<file path="config.mk">
export PLATFORM = sky130hd
export DESIGN_NAME = meas_chal_load
export DESIGN_NICKNAME = d
export VERILOG_FILES = /design/src/rtl/meas_pkg.sv /design/src/rtl/meas_chal_chk.sv /design/src/rtl/meas_chal_load.sv
export SDC_FILE = /design/constraint.sdc
export NUM_CORES = 1
export LEC_CHECK = 0
export ABC_AREA = 1
export BUFFER_PORTS_ARGS = -buffer_cell sky130_fd_sc_hd__buf_2
export CORE_MARGIN = 3
export CORE_UTILIZATION = 46
export CTS_CLUSTER_SIZE = 30
export DETAILED_ROUTE_END_ITERATION = 12
export PLACE_DENSITY = 0.67
export SYNTH_ARGS = -nofsm -noshare
export SYNTH_HDL_FRONTEND = slang
export SYNTH_HIERARCHICAL = 1
export SYNTH_SLANG_ARGS = --single-unit
</file>
<file path="constraint.sdc">
create_clock -name I_sclk -period 3.2 [get_ports I_sclk]
set_input_delay 0.16 -clock I_sclk [delete_from_list [all_inputs] [get_ports I_sclk]]
set_output_delay 0.16 -clock I_sclk [all_outputs]
set_load 0.02 [all_outputs]
</file>
<file path="src/rtl/meas_pkg.sv">
// Shared types and width helpers for the challenge loader.
package meas_pkg;

    typedef enum logic [1:0] {
        ST_SEL1 = 2'd0,
        ST_SEL2 = 2'd1,
        ST_DONE = 2'd2
    } meas_state_t;

    localparam int unsigned MEAS_OIDWIDTH_DFLT = 24;

    // Pair counter must be able to hold the full pair count.
    function automatic int unsigned pcnt_width(input int unsigned n);
        return $clog2(n + 1);
    endfunction

    // Error index only needs to address pairs 0..n-1 (at least one bit).
    function automatic int unsigned eidx_width(input int unsigned n);
        return (n > 1) ? $clog2(n) : 1;
    endfunction

    localparam int unsigned MEAS_PCNT_W = pcnt_width(MEAS_OIDWIDTH_DFLT);
    localparam int unsigned MEAS_EIDX_W = eidx_width(MEAS_OIDWIDTH_DFLT);

endpackage

</file>
<file path="src/rtl/meas_chal_chk.sv">
// Combinational legality check for one oscillator-selector pair.
module meas_chal_chk #(
    parameter int unsigned C_IOSCNUM      = 48,
    parameter int unsigned C_MEMDATAWIDTH = 8
) (
    input  logic [C_MEMDATAWIDTH-1:0] I_sel1,
    input  logic [C_MEMDATAWIDTH-1:0] I_sel2,
    output logic                      O_illegal
);

    // One extra bit so an oscillator count of 2^width still compares correctly.
    localparam logic [C_MEMDATAWIDTH:0] LP_NUM = (C_MEMDATAWIDTH + 1)'(C_IOSCNUM);

    // Out-of-range selector or a ring compared against itself.
    always_comb begin
        O_illegal = 1'b0;
        if (({1'b0, I_sel1} >= LP_NUM) || ({1'b0, I_sel2} >= LP_NUM) || (I_sel1 == I_sel2)) begin
            O_illegal = 1'b1;
        end
    end

endmodule

</file>
<file path="src/rtl/meas_chal_load.sv">
// Challenge loader: streams selector bytes into challenge memory, two per pair.
// Optional pair checker compiled in with the MEAS_CHAL_CHECK_EN macro.
module meas_chal_load
    import meas_pkg::*;
#(
    parameter int unsigned C_IOSCNUM      = 48,
    parameter int unsigned C_OIDWIDTH     = MEAS_OIDWIDTH_DFLT,
    parameter int unsigned C_MEMDATAWIDTH = 8,
    parameter int unsigned C_MEMADDRWIDTH = 24,
    parameter int unsigned C_MEMSTADDR    = 0
) (
    input  logic                               I_sclk,
    input  logic                               I_rst,
    input  logic                               I_clr,
    input  logic [C_MEMDATAWIDTH-1:0]          I_data,
    input  logic                               I_valid,
    output logic                               O_ready,
    output logic                               O_mem_we,
    output logic [C_MEMADDRWIDTH-1:0]          O_mem_addr,
    output logic [C_MEMDATAWIDTH-1:0]          O_mem_data,
    output logic                               O_done,
    output logic                               O_err,
    output logic [eidx_width(C_OIDWIDTH)-1:0]  O_err_pair
);

    localparam int unsigned LP_PCW = pcnt_width(C_OIDWIDTH);
    localparam int unsigned LP_EIW = eidx_width(C_OIDWIDTH);
    localparam logic [C_MEMADDRWIDTH-1:0] LP_STADDR = C_MEMADDRWIDTH'(C_MEMSTADDR);
    localparam logic [LP_PCW-1:0] LP_NPAIRS = LP_PCW'(C_OIDWIDTH);

    meas_state_t                r_state;
    meas_state_t                w_state_nxt;
    logic                       r_ready;
    logic                       r_we;
    logic                       r_done;
    logic [C_MEMADDRWIDTH-1:0]  r_addr;
    logic [C_MEMADDRWIDTH-1:0]  r_next_addr;
    logic [C_MEMDATAWIDTH-1:0]  r_data;
    logic [LP_PCW-1:0]          r_pair_cnt;
    logic [LP_PCW-1:0]          w_pair_cnt_inc;
    logic                       w_accept;
    logic                       w_last;

    assign w_accept       = I_valid & r_ready;
    assign w_pair_cnt_inc = r_pair_cnt + LP_PCW'(1);
    assign w_last         = (r_state == ST_SEL2) && (w_pair_cnt_inc == LP_NPAIRS);

    // State register.
    always_ff @(posedge I_sclk or posedge I_rst) begin
        if (I_rst) begin
            r_state <= ST_SEL1;
        end else begin
            r_state <= w_state_nxt;
        end
    end

    // Next-state: clear wins over a simultaneous accept.
    always_comb begin
        w_state_nxt = r_state;
        if (I_clr) begin
            w_state_nxt = ST_SEL1;
        end else if (w_accept) begin
            case (r_state)
                ST_SEL1: w_state_nxt = ST_SEL2;
                ST_SEL2: w_state_nxt = w_last ? ST_DONE : ST_SEL1;
                default: w_state_nxt = r_state;
            endcase
        end
    end

    // Handshake, write port, address/pair counters and completion flag.
    always_ff @(posedge I_sclk or posedge I_rst) begin
        if (I_rst) begin
            r_ready     <= 1'b0;
            r_we        <= 1'b0;
            r_addr      <= LP_STADDR;
            r_next_addr <= LP_STADDR;
            r_data      <= '0;
            r_pair_cnt  <= '0;
            r_done      <= 1'b0;
        end else begin
            // Ready is registered, so it lags a clear by one cycle.
            r_ready <= !I_clr && (w_state_nxt != ST_DONE);
            r_we    <= w_accept && !I_clr;
            if (I_clr) begin
                r_next_addr <= LP_STADDR;
                r_pair_cnt  <= '0;
                r_done      <= 1'b0;
            end else if (w_accept) begin
                r_addr      <= r_next_addr;
                r_next_addr <= r_next_addr + C_MEMADDRWIDTH'(1);
                r_data      <= I_data;
                if (r_state == ST_SEL2) begin
                    r_pair_cnt <= w_pair_cnt_inc;
                end
                if (w_last) begin
                    r_done <= 1'b1;
                end
            end
        end
    end

    assign O_ready    = r_ready;
    assign O_mem_we   = r_we;
    assign O_mem_addr = r_addr;
    assign O_mem_data = r_data;
    assign O_done     = r_done;

`ifdef MEAS_CHAL_CHECK_EN
    logic [C_MEMDATAWIDTH-1:0] r_sel1;
    logic                      w_illegal;
    logic                      r_err;
    logic [LP_EIW-1:0]         r_err_pair;

    meas_chal_chk #(
        .C_IOSCNUM      (C_IOSCNUM),
        .C_MEMDATAWIDTH (C_MEMDATAWIDTH)
    ) u_chk (
        .I_sel1    (r_sel1),
        .I_sel2    (I_data),
        .O_illegal (w_illegal)
    );

    // Latch sel1; record only the first illegal pair until restart.
    always_ff @(posedge I_sclk or posedge I_rst) begin
        if (I_rst) begin
            r_sel1     <= '0;
            r_err      <= 1'b0;
            r_err_pair <= '0;
        end else if (I_clr) begin
            r_err      <= 1'b0;
            r_err_pair <= '0;
        end else if (w_accept) begin
            if (r_state == ST_SEL1) begin
                r_sel1 <= I_data;
            end
            if ((r_state == ST_SEL2) && w_illegal && !r_err) begin
                r_err      <= 1'b1;
                r_err_pair <= LP_EIW'(r_pair_cnt);
            end
        end
    end

    assign O_err      = r_err;
    assign O_err_pair = r_err_pair;
`else
    logic w_unused_cfg;
    assign w_unused_cfg = (C_IOSCNUM != 0);
    assign O_err        = 1'b0;
    assign O_err_pair   = '0;
`endif

endmodule

</file>
After elaboration in Yosys (flattened, before gate mapping)
Cells that the tools add are included.
Cells by class
  reductions and logical operators: 11
  bitwise operators: 2
  mux-type cells: 12
  add/subtract/negate cells: 2
  equal/unequal tests: 3
Operator list (number)
  2-to-1 mux 24 bit: 2
  adder 24 x 1 -> 24 bit (second input constant): 1
  2-to-1 mux 5 bit: 3
  2-to-1 mux 2 bit: 3
  AND reduction 2 bit: 3
  nonzero test 2 bit: 3
  adder 5 x 1 -> 5 bit (second input constant): 1
  equality test 5 bit (second input constant): 1
  case mux 2 bit (2 select lines): 1
  logical AND 1 bit: 3
  2-to-1 mux 1 bit: 3
  equality test 2 x 1 -> 1 bit (second input constant): 1
  logical NOT 2 bit: 1
  inequality test 2 bit (second input constant): 1
  AND 1 bit: 1
  logical NOT 1 bit: 1
  inverter 1 bit: 1
Word-level totals
  register bits: 66
  input port bits: 12
  logic and storage cells: 38

Depth between registers and ports, before layout
Gate-level depths: netlist of run 1.
  depth after elaboration: 9
  depth in mapped cells: 9
  depth with buffers taken out: 9

Worst setup path before layout of run 1
No wires, ideal clock.
  path kind: flip-flop to flip-flop
  start point: reg r_ready (netlist: O_ready)
  end point: reg r_addr[10] (netlist: O_mem_addr[10])
  setup slack: 1.819 ns
  stages on the path, launching flop included: 8
  setup time: 0.117 ns
  arrival time: 1.264 ns
  cells stage by stage: dfrtp_1 nand2_4 nor2_4 inv_2 buf_2 buf_2 nand2_1 nand2_1
Between the ends
  cells in the longest elaborated chain, start to end: 2
Ends and longest elaborated chain
  from (decl): line meas_chal_load.sv:33  | logic r_ready;
  from (signal assigned): line meas_chal_load.sv:83  | r_ready <= !I_clr && (w_state_nxt != ST_DONE);
  AND 1 bit: line meas_chal_load.sv:44  | assign w_accept = I_valid & r_ready;
  AND reduction 2 bit (no line)
  to (signal assigned): line meas_chal_load.sv:90  | r_addr <= r_next_addr;
  to (decl): line meas_chal_load.sv:36  | logic [C_MEMADDRWIDTH-1:0] r_addr;
No other way between the ends.
A chain may end at the register's enable or synchronous reset.

Final worst setup path of run 1
  start point: reg r_ready (netlist: O_ready)
  end point: reg r_next_addr[0]
Between the ends
  cells in the longest elaborated chain, start to end: 2
Ends and longest elaborated chain
  AND 1 bit: line meas_chal_load.sv:44
  nonzero test 2 bit (no line)
  to (signal assigned): line meas_chal_load.sv:91  | r_next_addr <= r_next_addr + C_MEMADDRWIDTH'(1);
  to (decl): line meas_chal_load.sv:37  | logic [C_MEMADDRWIDTH-1:0] r_next_addr;
No other way between the ends.

==> results of run 1 <==
timing repair:
item	in CTS	in global routing
setup buffers	0	0
endpoints found under the hold margin	28	0
hold buffers	1	0
worst max-delay path, cell delays in order, from the launching register on:
cell and delay, ns:
dfrtp_1 0.39, nand2_4 0.12, nor2_4 0.36, inv_2 0.40
nor2_1 0.23, o21bai_1 0.13
worst max-delay path by stage:
stage          slack [ns]    start             end
6_report             1.49  O_ready  r_next_addr[0]
4_1_cts              1.45  O_ready  r_next_addr[0]
3_3_place_gp         1.52  O_ready  r_next_addr[0]
5_1_grt              1.31  O_ready  r_next_addr[0]
3_5_place_dp         1.49  O_ready  r_next_addr[0]
2_1_floorplan        1.39    I_rst          O_done
final cells by class:
| type | instances | area [um2] |
|---|---|---|
| clock inverter | 6 | 88.8 |
| multi-input combinational | 260 | 1250 |
| inverter | 44 | 168 |
| clock buffer | 10 | 138 |
| fill | 617 | 2850 |
| tap | 77 | 96.3 |
| sequential | 66 | 1650 |
| timing repair buffer | 49 | 255 |
per-layer routing:
layer	vias up	track usage [%]
met5	-	0
met2	80	27.5
met3	12	5.31
met1	1256	26.8
met4	0	7.28
li1	1291	-
sequential cells by signal, summed over array words and instances (netlist names):
name and count:
r_pair_cnt 5, O_ready 1, O_done 1, O_mem_data 8, r_state 2, r_next_addr 24
O_mem_we 1, O_mem_addr 24
cell families (layout without fill, tap and decap cells):
| group | after synthesis | after routing | synth area share (%) |
|---|---|---|---|
| AND/OR/NAND/NOR | 200 | 200 | 28.5 |
| flip-flops | 66 | 66 | 52.6 |
| buffers and inverters | 60 | 109 | 8.25 |
| AO/OA/AOI/OAI | 47 | 47 | 7.97 |
| adder cells (fa/ha/maj) | 5 | 5 | 1.99 |
| XOR/XNOR | 2 | 2 | 0.558 |
| other | 1 | 6 | 0.120 |
placed cells by master (no fill, tap or decap), types with 2 or more instances in the layout:
cell type	netlist	final
ha_1	5	5
inv_1	40	39
dfrtp_1	66	66
nand2_1	112	112
nor2_2	2	2
clkbuf_8	0	10
buf_4	6	2
nor2_4	4	4
o21ai_1	7	7
a22o_1	2	2
conb_1	1	6
clkinvlp_4	0	2
nor2_1	38	38
o21ai_0	21	21
a21oi_1	13	13
nand3_1	23	23
xor2_1	2	2
nor3_1	5	5
bufinv_16	0	2
inv_2	3	4
buf_2	7	46
nand4_1	10	10
power groups by stage:
stage                     Sequential (mW)  Clock [mW]  Combinational, mW
final                               0.870       0.787              0.134
after global routing                0.872       0.843              0.153
after CTS                           0.870       0.806              0.137
after detailed placement            0.886           0              0.136
after global placement              0.884           0              0.135
after floorplan                     0.911           0             0.0706
==> reports/qor.yml, run 1 <==
outcome: "complete, no violations"
yosysWarnings: 6
track_usage_pct: 18.9
pwr-share-clk_pct: 44.0
grt_pass1_wl_um: 11400
diodes: 0
synth.distinct_cells: 31
comb_power_share_pct: 7.5
rows: 29
overflow: 0
start_util_pct: 48.3
min_from: "I_data[7]"
numCtsBuffers: 9
firstDrtPassIters: 4
design_area_um2: 3640
synth-main-ff-cell: "dfrtp_1"
drtIter0Drc: 127
whs_endpoint: "O_mem_data[7]"
dpl.cell_count: 495
core_um2: 6490
fin_ws_ns: 1.49
switching_power_mw: 0.437
instances_no_fill: 512
die_width_um: 88.6
place_area_um2: 3410
synth_edf_count: 0
irDropWorstVdd_v: 0.000243
vias_per_cell: 5.15
pre_cts_slack_ns: 1.49
wl_met1_um: 3270
boundaryPins: 53
r2r-start: "O_ready"
slew_headroom_pct: 53.8
clock_latency_ns: 0.34
vias: 2639
drive_gt1_share_pct: 18.2
netlist_instances: 381
grt_max_degree: 49
htreeDepth: 3
drcViolationCount: 0
finClkSkew_ns: 0.00731
crit_path_start_kind: "register"
fin_tns_setup_ns: 0
rr_worst_depth: 5
maxCapViolCount: 0
cp_data_required_time_ns: 3.46
path_class: "reg -> reg"
tightestPinTransition_ns: 0.691
ff2ff_setup_slack_ns: 1.49
area_growth_pct: 16.1
final_core_util_pct: 56.1
clk_pin_slew_worst_paths_ns: 0.07
totalWireLength_um: 6700
setup_violations: 0
postRouteAntennaNets: 0
hold_viol_final: 0
hold_path_depth: 3
switching_share_pct: 24.4
die_h_um: 88.6
syn-cell-area_um2: 3140
crit_path_end_kind: "register"
port_buffers: 46
ys_top_cells_by_count: "nand2_1 (112), dfrtp_1 (66), inv_1 (40)"
tritoncts: "yes"
wl_per_cell_um: 13.1
rsz0062_at_grt: "no"
hold_class: "in -> reg"
arrival_ns: 1.97
yosysTopAreaCellShare_pct: 52.6
die_area_um2: 7850
cts-root-buf: "clkbuf_8"
yosysMostFrequentCell: "nand2_1"
synth_area_leaders: "dfrtp_1 (53%), nand2_1 (13%), inv_1 (4.8%)"
ys_seq_area_share_pct: 52.6
route.met3.wl_um: 363
grt_pass1_vias: 2412
p_int_mw: 1.35
clock_path_buffers: 2
routed-wl-met2_um: 2970
worstReg2RegEnd: "r_next_addr[0]"
total_power_mw: 1.79
share_seq_of_total_power_pct: 48.6
period_share_pct: 53.3
maxSlewViolCount: 0
yosys.area.top_type: "dfrtp_1"
clkSinkCount: 66
synth-async-reset-ratio_pct: 100
cp_max_fo: 48
antenna_found_initial: 0
min_period_ns: 1.71
p_per_area_nw_per_um2: 491
dp_hpwl_um: 4840
holdWs_ns: 0.0250
nets: 447
dr.max_layer_used: "met4"
synth-seq-cells: 66
p_leak_nw: 1.89
post_cts_resized: 0
avgSynthCellArea_um2: 8.24
fmax_mhz: 586
gp_congestion: 0.889
Note: power is estimated with default switching activity, not from simulation.
==> run 2: changes to the inputs <==
clock period = 1.75 ns   (was 3.2 ns; I/O delays follow)
==> run 2 against run 1 <==
Worst hold slack improved by 0.078 ns; clock power increased by 58%; total power increased by 73%; die area unchanged; combinational power increased by 99%; critical endpoint is now r_next_addr[20]; register-to-register slack got worse by 1.2 ns.
==> reports/qor.yml, run 2 (same netlist as run 1, synthesis figures left out) <==
vias: 2595  # was 2639
clock_path_buffers: 2  # unchanged
fmax_mhz: 686  # was 586 MHz
crit_end: "r_next_addr[20]"  # was r_next_addr[0]
track_usage_pct: 18.1  # was 18.9%
irDropWorstVdd_v: 0.000391  # was 0.000243 V
outcome: "complete, no violations"  # unchanged
setup_violations: 0  # unchanged
fin_tns_setup_ns: 0  # unchanged
cp_data_required_time_ns: 1.99  # was 3.46 ns
cts_setup_buffers: 0  # unchanged
drive_gt1_share_pct: 18.8  # was 18.2%
dp_hpwl_um: 4760  # was 4840 um
nets: 460  # was 447
path_class: "reg -> reg"  # unchanged
htreeDepth: 3  # unchanged
overflow: 0  # unchanged
route.met3.wl_um: 390  # was 363 um
vias_per_cell: 4.94  # was 5.15
maxSlewViolCount: 0  # unchanged
routed-wl-met2_um: 2820  # was 2970 um
clock_latency_ns: 0.33  # was 0.34 ns
maxCapViolCount: 0  # unchanged
dr.max_layer_used: "met4"  # unchanged
final_common_cell: "nand2_1"  # unchanged
min_period_ns: 1.46  # was 1.71 ns
clk_pin_slew_worst_paths_ns: 0.07  # about the same
wl_per_cell_um: 12.4  # was 13.1 um
drtIter0Drc: 144  # was 127
cts-root-buf: "clkbuf_8"  # unchanged
die_width_um: 88.6  # unchanged
total_power_mw: 3.09  # was 1.79 mW
cpMaxStageDelayCell: "dfrtp_1"  # was inv_2
area_growth_pct: 18.8  # was 16.1%
place_area_um2: 3440  # was 3410 um2
worstSetupStartpoint: "r_next_addr[1]"  # was O_ready
gp_congestion: 0.919  # was 0.889
min_from: "I_clr"  # was I_data[7]
final_core_util_pct: 57.4  # was 56.1%
grt_max_degree: 39  # was 49
critPathMaxStageDelay_ns: 0.39  # was 0.40 ns
hold_path_depth: 2  # was 3
start_util_pct: 48.3  # unchanged
clkSinkCount: 66  # unchanged
drcViolationCount: 0  # unchanged
cts_hold_buf: 9  # was 1
postRouteAntennaNets: 0  # unchanged
cp_common_cell: "nor2_1"
p_per_area_nw_per_um2: 829  # was 491 nW/um2
fillCellCount: 612  # was 617
rsz0062_at_grt: "no"  # unchanged
p_leak_nw: 1.93  # was 1.89 nW
grt_pass1_vias: 2437  # was 2412
die_h_um: 88.6  # unchanged
ff2ff_setup_slack_ns: 0.29  # was 1.49 ns
crit_chain: "ha_1 -> nand2_1 -> nor2_1 -> nand3_1 -> nor2_1 -> nand4_1 -> nand2_1 -> nor2_1"  # was nand2_4 -> nor2_4 -> inv_2 -> nor2_1 -> o21bai_1
firstDrtPassIters: 4  # unchanged
path_depth: 8  # was 5
die_area_um2: 7850  # unchanged
final_cell_mix: "nand2_1 (112), dfrtp_1 (66), buf_2 (46)"  # unchanged
hold_viol_final: 0  # unchanged
diodes: 0  # unchanged
post_cts_resized: 0  # unchanged
tritoncts: "yes"  # unchanged
boundaryPins: 53  # unchanged
port_buffers: 46  # unchanged
crit_path_start_kind: "register"  # unchanged
grt_pass1_wl_um: 11000  # was 11400 um
numCtsBuffers: 9  # unchanged
path_buf_inv: 0  # was 1
worstReg2RegEnd: "r_next_addr[20]"  # was r_next_addr[0]
rows: 29  # unchanged
r2r-start: "r_next_addr[1]"  # was O_ready
arrival_ns: 1.70  # was 1.97 ns
design_area_um2: 3730  # was 3640 um2
cp_max_fo: 4  # was 48
totalWireLength_um: 6530  # was 6700 um
finClkSkew_ns: 0.00793  # was 0.00731 ns
rr_worst_depth: 8  # was 5
antenna_found_initial: 0  # unchanged
crit_family: "simple AND/OR/NAND/NOR gates"  # unchanged
crit_path_end_kind: "register"  # unchanged
period_share_pct: 83.3  # was 53.3%
hold_class: "in -> reg"  # unchanged
wl_met1_um: 3270  # about the same
core_um2: 6490  # unchanged
run 2: cell types whose count changed in the layout (fill, tap and decap cells not counted):
cell and delta:
clkinv_4 +2, inv_6 -1, dlygate4sd3_1 +8, bufinv_16 -1, buf_4 +5, clkinvlp_4 -1
clkbuf_8 -1, clkinv_2 +2
run 2: worst min path at each step:
| stage | endpoint |
|---|---|
| CTS | r_state[0] |
| finish | r_state[0] |
| detailed placement | O_mem_addr[23] |
| global placement | O_mem_addr[23] |
| global route | r_state[0] |
| floorplan | O_mem_data[0] |
run 2: where the power goes:
part | internal, mW | total, mW | switching [mW]
registers | 1.57 | 1.59 | 0.0223
clock network | 0.654 | 1.24 | 0.582
logic | 0.0834 | 0.267 | 0.183
run 2: final cells by class:
class | instances | area, um2 | area share (%)
inverter | 44 | 168 | 4.50
clock inverter | 7 | 70.1 | 1.88
tap | 77 | 96.3 | 2.58
timing repair buffer | 62 | 373 | 10.0
multi-input combinational | 260 | 1250 | 33.4
clock buffer | 9 | 124 | 3.32
sequential | 66 | 1650 | 44.3
run 2: metal layers:
layer	GRT usage, %	vias to the layer above
met2	27.5	78
met3	4.10	4
li1	-	1332
met1	25.2	1181
met4	7.42	0
met5	0	-
run 2: metrics by stage:
stage / cells / setup WS [ns] / hold slack [ns]
2_1_floorplan: 386 / 0.00769 / 0.204
3_3_place_gp: 500 / 0.360 / 0.177
3_5_place_dp: 500 / 0.322 / 0.181
4_1_cts: 525 / 0.316 / 0.0905
5_1_grt: 525 / 0.129 / 0.0944
6_report: 525 / 0.292 / 0.103
